===== src/rtl/baud_gen_frac_pkg.sv =====
// Shared constants for the fractional baud generator: default widths, legal
// oversample range and 16x-oversampled divisors for common rates at 50 MHz.
package baud_gen_frac_pkg;

  localparam int DIV_W_DEF      = 16;
  localparam int FRAC_W_DEF     = 4;
  localparam int OVERSAMPLE_DEF = 16;
  localparam int OVERSAMPLE_MIN = 4;
  localparam int OVERSAMPLE_MAX = 32;

  // 50 MHz / (16 x baud); fraction in 1/16-cycle units
  localparam int DIV_INT_2400    = 1302;
  localparam int DIV_FRAC_2400   = 1;
  localparam int DIV_INT_4800    = 651;
  localparam int DIV_FRAC_4800   = 1;
  localparam int DIV_INT_9600    = 325;
  localparam int DIV_FRAC_9600   = 8;
  localparam int DIV_INT_19200   = 162;
  localparam int DIV_FRAC_19200  = 12;
  localparam int DIV_INT_57600   = 54;
  localparam int DIV_FRAC_57600  = 4;
  localparam int DIV_INT_115200  = 27;
  localparam int DIV_FRAC_115200 = 2;

endpackage


===== src/rtl/baud_frac_acc.sv =====
// Fractional phase accumulator: adds div_frac on every os period boundary and
// reports the carry that stretches the following period by one cycle.
module baud_frac_acc
  import baud_gen_frac_pkg::*;
#(
  parameter int FRAC_W = FRAC_W_DEF
) (
  input  logic              clock,
  input  logic              reset_n,
  input  logic              clear,
  input  logic              step,
  input  logic [FRAC_W-1:0] div_frac,
  output logic              carry
);

  logic [FRAC_W-1:0] acc;
  logic [FRAC_W:0]   sum;

  assign sum   = {1'b0, acc} + {1'b0, div_frac};
  assign carry = step & sum[FRAC_W];

  always_ff @(posedge clock or negedge reset_n) begin
    if (!reset_n) begin
      acc <= '0;
    end else if (clear) begin
      acc <= '0;
    end else if (step) begin
      acc <= sum[FRAC_W-1:0];
    end
  end

endmodule


===== src/rtl/baud_gen_frac.sv =====
// Fractional-N oversample/bit tick generator with config shadowing and phase
// restart. Define BAUD_CLK_OUT_EN to add the baud_clk square-wave output.
module baud_gen_frac
  import baud_gen_frac_pkg::*;
#(
  parameter int DIV_W        = DIV_W_DEF,
  parameter int FRAC_W       = FRAC_W_DEF,
  parameter int OVERSAMPLE   = OVERSAMPLE_DEF,
  parameter int DEF_DIV_INT  = DIV_INT_9600,
  parameter int DEF_DIV_FRAC = DIV_FRAC_9600
) (
  input  logic              clock,
  input  logic              reset_n,
  input  logic              enable,
  input  logic              restart,
  input  logic              cfg_load,
  input  logic [DIV_W-1:0]  cfg_div_int,
  input  logic [FRAC_W-1:0] cfg_div_frac,
  output logic              os_tick,
  output logic              mid_tick,
  output logic              bit_tick
`ifdef BAUD_CLK_OUT_EN
  ,
  output logic              baud_clk
`endif
);

  localparam int              PH_W    = $clog2(OVERSAMPLE);
  localparam logic [PH_W-1:0] PH_MID  = PH_W'(OVERSAMPLE / 2 - 1);
  localparam logic [PH_W-1:0] PH_LAST = PH_W'(OVERSAMPLE - 1);

  function automatic logic [DIV_W-1:0] clamp_div(input logic [DIV_W-1:0] d);
    return (d < DIV_W'(2)) ? DIV_W'(2) : d;
  endfunction

  logic [DIV_W-1:0]  act_int, pend_int, new_int, use_int, div_m1, cnt;
  logic [FRAC_W-1:0] act_frac, pend_frac, new_frac, use_frac;
  logic [PH_W-1:0]   phase;
  logic              running, load, tick, apply, carry;

  // A same-cycle cfg_load is visible immediately so restart can use it.
  assign new_int  = cfg_load ? cfg_div_int  : pend_int;
  assign new_frac = cfg_load ? cfg_div_frac : pend_frac;

  // The first enabled clock after reset primes the counter like a restart.
  assign load = restart | (enable & ~running);
  assign tick = enable & running & ~restart & (cnt == '0);

  // Pending divisors take over at a period boundary, or at once while frozen.
  assign apply    = load | tick | ~enable;
  assign use_int  = apply ? new_int  : act_int;
  assign use_frac = apply ? new_frac : act_frac;
  assign div_m1   = clamp_div(use_int) - DIV_W'(1);

  baud_frac_acc #(
    .FRAC_W(FRAC_W)
  ) u_acc (
    .clock   (clock),
    .reset_n (reset_n),
    .clear   (load),
    .step    (tick),
    .div_frac(use_frac),
    .carry   (carry)
  );

  always_ff @(posedge clock or negedge reset_n) begin
    if (!reset_n) begin
      cnt       <= '0;
      phase     <= '0;
      running   <= 1'b0;
      act_int   <= DIV_W'(DEF_DIV_INT);
      act_frac  <= FRAC_W'(DEF_DIV_FRAC);
      pend_int  <= DIV_W'(DEF_DIV_INT);
      pend_frac <= FRAC_W'(DEF_DIV_FRAC);
    end else begin
      if (cfg_load) begin
        pend_int  <= cfg_div_int;
        pend_frac <= cfg_div_frac;
      end
      act_int  <= use_int;
      act_frac <= use_frac;
      if (load) begin
        cnt     <= div_m1;
        phase   <= '0;
        running <= 1'b1;
      end else if (tick) begin
        cnt   <= div_m1 + {{(DIV_W-1){1'b0}}, carry};
        phase <= (phase == PH_LAST) ? '0 : phase + PH_W'(1);
      end else if (enable) begin
        cnt <= cnt - DIV_W'(1);
      end
    end
  end

  assign os_tick  = tick;
  assign mid_tick = tick & (phase == PH_MID);
  assign bit_tick = tick & (phase == PH_LAST);

`ifdef BAUD_CLK_OUT_EN
  always_ff @(posedge clock or negedge reset_n) begin
    if (!reset_n) begin
      baud_clk <= 1'b0;
    end else if (restart) begin
      baud_clk <= 1'b0;
    end else if (tick) begin
      baud_clk <= ~baud_clk;
    end
  end
`endif

endmodule

===== config.mk =====
export PLATFORM = sky130hd
export DESIGN_NAME = baud_gen_frac
export DESIGN_NICKNAME = d
export VERILOG_FILES = /design/src/rtl/baud_gen_frac_pkg.sv /design/src/rtl/baud_frac_acc.sv /design/src/rtl/baud_gen_frac.sv
export SDC_FILE = /design/constraint.sdc
export NUM_CORES = 1
export LEC_CHECK = 0
export BUFFER_PORTS_ARGS = -buffer_cell sky130_fd_sc_hd__buf_2
export CORE_MARGIN = 2
export CORE_UTILIZATION = 55
export CTS_BUF_LIST = sky130_fd_sc_hd__clkbuf_8
export DETAILED_ROUTE_END_ITERATION = 8
export PLACE_DENSITY = 0.72
export SYNTH_ARGS = -nofsm -noshare
export SYNTH_HDL_FRONTEND = slang
export SYNTH_HIERARCHICAL = 1
export SYNTH_SLANG_ARGS = --single-unit
export TNS_END_PERCENT = 10

===== constraint.sdc =====
create_clock -name clock -period 5.7 [get_ports clock]
set_input_delay 1.14 -clock clock [delete_from_list [all_inputs] [get_ports clock]]
set_output_delay 1.14 -clock clock [all_outputs]
set_load 0.01 [all_outputs]

==> impl_results.md <==
* Post-synth EDFFs at 0
* Sw frac at between 30 and 40%
* Worst reg-to-reg setup slack at 0.64 ns
* Largest net degree at the start of global routing at between 60 and 70
* Die H at a little over 90 um
* YS warnings at 6
* Normalized max-slew margin at 23.3%
* ANT cells at 0
* Max-cap violations at 0
* Fmax at 0.184 GHz
* Avg Inst Size Synth at 9.24 um^2
* Initial antenna violation count at 0
* CTS buffer count at 9
* # DRC at 0
* CTS H-tree lvls at 3
* Die area at 8730 um^2
* ANT nets after route at 0
* CTS Sinks at 65
* Worst-Skew Late Latency at between 0.3 and 0.4 ns
* Arr. time, crit path at roughly 5.7 ns
* DRT Pass-1 Iters at 5
* Seq/Total Area, Yosys at 37.3%
* Synth area leader: dfrtp_1
* CP Max Fanout at 21
* Crit path to: cnt[15]
* Post-route clock period utilization at a little over nine tenths
* Max clock buf depth at 2
* Setup Crit Path Kind: in2reg
* Power per cell area at 256 nW/um^2
* Crit path from: cfg_load
* Post-synthesis register bit count at 65
* Place WS at -0.0852 ns
* Nets@finish at 550
* Post-Syn Nets at 512
* Setup violators final at 0
* Area Growth Syn to Fin at 11.3%
* Max Clock Skew at 0.0134 ns
* DR vias at 3876
* Crit-path cells: buf_2, buf_4, nor3b_1, o22ai_1, or4_4, o21ai_0, inv_1, nand2_1, ha_2, o211ai_1, a211oi_1, a21oi_1, mux2_2, o32a_1, or4_4, or3_1, a31oi_1
* Combinational share of power at 24.0%
* Core area at 7730 um^2
* IO Port Bufs at 27
* Internal power at approximately 0.8 mW
* GRT Total Usage at 27.6%
* CP endpoint kind: register
* First-pass GRT wire length at 18700 um
* Wire per inst at 18.1 um
* GRT overflow at 0
* Clock power share at 29.8%
* Max incr delay on CP at a little under 0.6 ns
* Layout cells sized above 1 at 21.8%
* Tmin final at 5.44 ns
* CTS root buffer: clkbuf_8
* Hold Path Class: reg2reg
* Power share of the sequential group at between 40% and 50%
* CP delay by family, top: simple AND/OR/NAND/NOR gates
* Synth cell count leaders: dfrtp_1, nor2_1, a21oi_1, nand2_1, nor3_1
* Leak at around 1.9 nW
* Critical R2R Launch: cnt[0]
* Reg clk slew, reported paths at 0.08 ns
* Levels on crit path at 17
* Worst Path Required at 5.98 ns
* Setup ws final at 0.262 ns
* Fin area at roughly 4900 um^2
* Async SR Flop Fraction at 100%
* Cell count after synthesis at 476
* Core Util, Final at 63.3%
* Syn Std Cell Area at 4400 um^2
* Fin. Hold Viols at 0
* Dpl hpwl at 8330 um
* Slowest-stage cell, CP: or4_4
* CTS tree: built
* Final WL at 11200 um
* Run status: finished, final reports clean
* Die span in x at 93.4 um
* VDD IR max at 148 uV
* Yosys top cell area share at 31.3%
* CP Buf/Inv Count at 3
* Initial Utilization at 56.9%
* CP startpoint kind: input pin
* Top-count cell post-synth: dfrtp_1
* Rows at 32
* Synth cell types at 76
* Dpl cell area at 4700 um^2
* Critical R2R Capture: cnt[15]
* CP most frequent cell: or4_4
* Worst Tran Pin Value at 1.15 ns
* Slew Limit Fails at 0
* Vias in the first global route at 3689
* Top FF cell, synth: dfrtp_1
* R2r worst-path depth at 17
* RD Place Congestion at 0.994
* Via density per instance at 6.24
* NetSw at between 0.4 and 0.5 mW
* Number of DRC markers in iteration 0 at 278
* Area contributors post-synth: dfrtp_1, dfstp_2, mux2_2
* I/O pin count at 28
==> layout by cell type (no fill, tap or decap), types with 3 or more instances in the layout <==
cell type,n
mux2i_1,13
ha_1,9
inv_6,3
clkbuf_8,10
nor2_1,43
or4_1,4
nand2_1,30
nor4_1,11
xor2_1,11
o211ai_1,4
o221ai_1,3
o22ai_1,7
dfstp_2,10
a21oi_1,35
nand3_1,10
clkinvlp_4,3
or3_1,7
a211oi_1,9
inv_1,21
buf_2,27
or2_2,3
xnor2_1,18
nor3b_1,9
buf_4,16
dfrtp_1,55
nor4b_1,3
o21ai_0,20
nor3_1,25
mux2_1,4
nand4_1,5
o21ai_1,5
mux2_2,23
and2_1,3
o31ai_1,3
a31oi_1,3
==> flip-flops by register name, summed over array words and instances, names as in the netlist <==
| signal | flops |
|---|---|
| act_int | 16 |
| cnt | 16 |
| running | 1 |
| act_frac | 4 |
| phase | 4 |
| u_acc/acc | 4 |
| pend_frac | 4 |
| pend_int | 16 |
==> layout make-up <==
cell class              instances  area [um^2]
clock inverters                 6         48.8
well taps                     102          128
inverters                      23         86.3
multi-input cells             372         2600
clock buffers                  10          138
flip-flops and latches         65         1640
repair buffers                 43          255
fillers                       628         2830
==> per-stage QoR <==
step	power (mW)	hold slack (ns)	instances	TNS, ns
finish	1.25	0.500	621	0
CTS	1.25	0.505	621	0
global route	1.32	0.532	621	-0.0203
detailed placement	0.879	0.486	605	-0.0852
global placement	0.871	0.473	605	0
floorplan	0.781	0.444	476	0
==> worst register-to-register path, cell delays in order, from the launching register on <==
cell and delay (ns):
dfrtp_1 0.44, inv_1 0.14, ha_1 0.16, nor4b_2 0.33
nand4_1 0.26, nand2_2 0.24, buf_4 0.39, mux2_2 0.40
nor2_1 0.12, ha_2 0.26, o211ai_1 0.14, a211oi_1 0.28
a21oi_1 0.12, mux2_2 0.31, o32a_1 0.33, or4_4 0.54
or3_1 0.38, a31oi_1 0.16
==> routing by layer <==
layer	track usage (%)	part of all wire (%)	wire length, um
met1	38.4	44	4970
met2	42.7	46	5170
met3	4.83	6.6	737
met4	11.0	3.2	361
met5	0	0	0
==> timing repair <==
item                       CTS  global route
hold buffers                 0             0
buffers inserted             0             0
gates resized for setup      0             1
setup endpoints to repair    0             1
==> power by group through the flow <==
stage          registers (mW)  logic [mW]  clock network [mW]
2_1_floorplan           0.567       0.214                   0
3_3_place_gp            0.581       0.290                   0
3_5_place_dp            0.583       0.295                   0
4_1_cts                 0.575       0.297               0.382
5_1_grt                 0.585       0.333               0.406
6_report                0.578       0.301               0.373
==> how the worst min path moves through the flow <==
stage	startpoint	to	slack, ns	cells past startpoint
3_5_place_dp	pend_frac[2]	pend_frac[2]	0.49	1
4_1_cts	pend_frac[2]	pend_frac[2]	0.51	1
6_report	pend_frac[1]	pend_frac[1]	0.50	1
2_1_floorplan	running	running	0.44	2
3_3_place_gp	running	running	0.47	2
5_1_grt	pend_frac[1]	pend_frac[1]	0.53	1
==> logic make-up (layout without fill, tap and decap cells) <==
family | after synthesis | in the layout | synth area share, %
xor+xnor | 31 | 31 | 6.77
mux | 40 | 40 | 9.87
fa+ha+maj | 11 | 11 | 3.30
simple gates | 168 | 168 | 20.3
buf+inv | 39 | 82 | 3.70
compound gates | 122 | 122 | 18.8
flops | 65 | 65 | 37.3
Note: power is estimated with default switching activity, not from simulation.
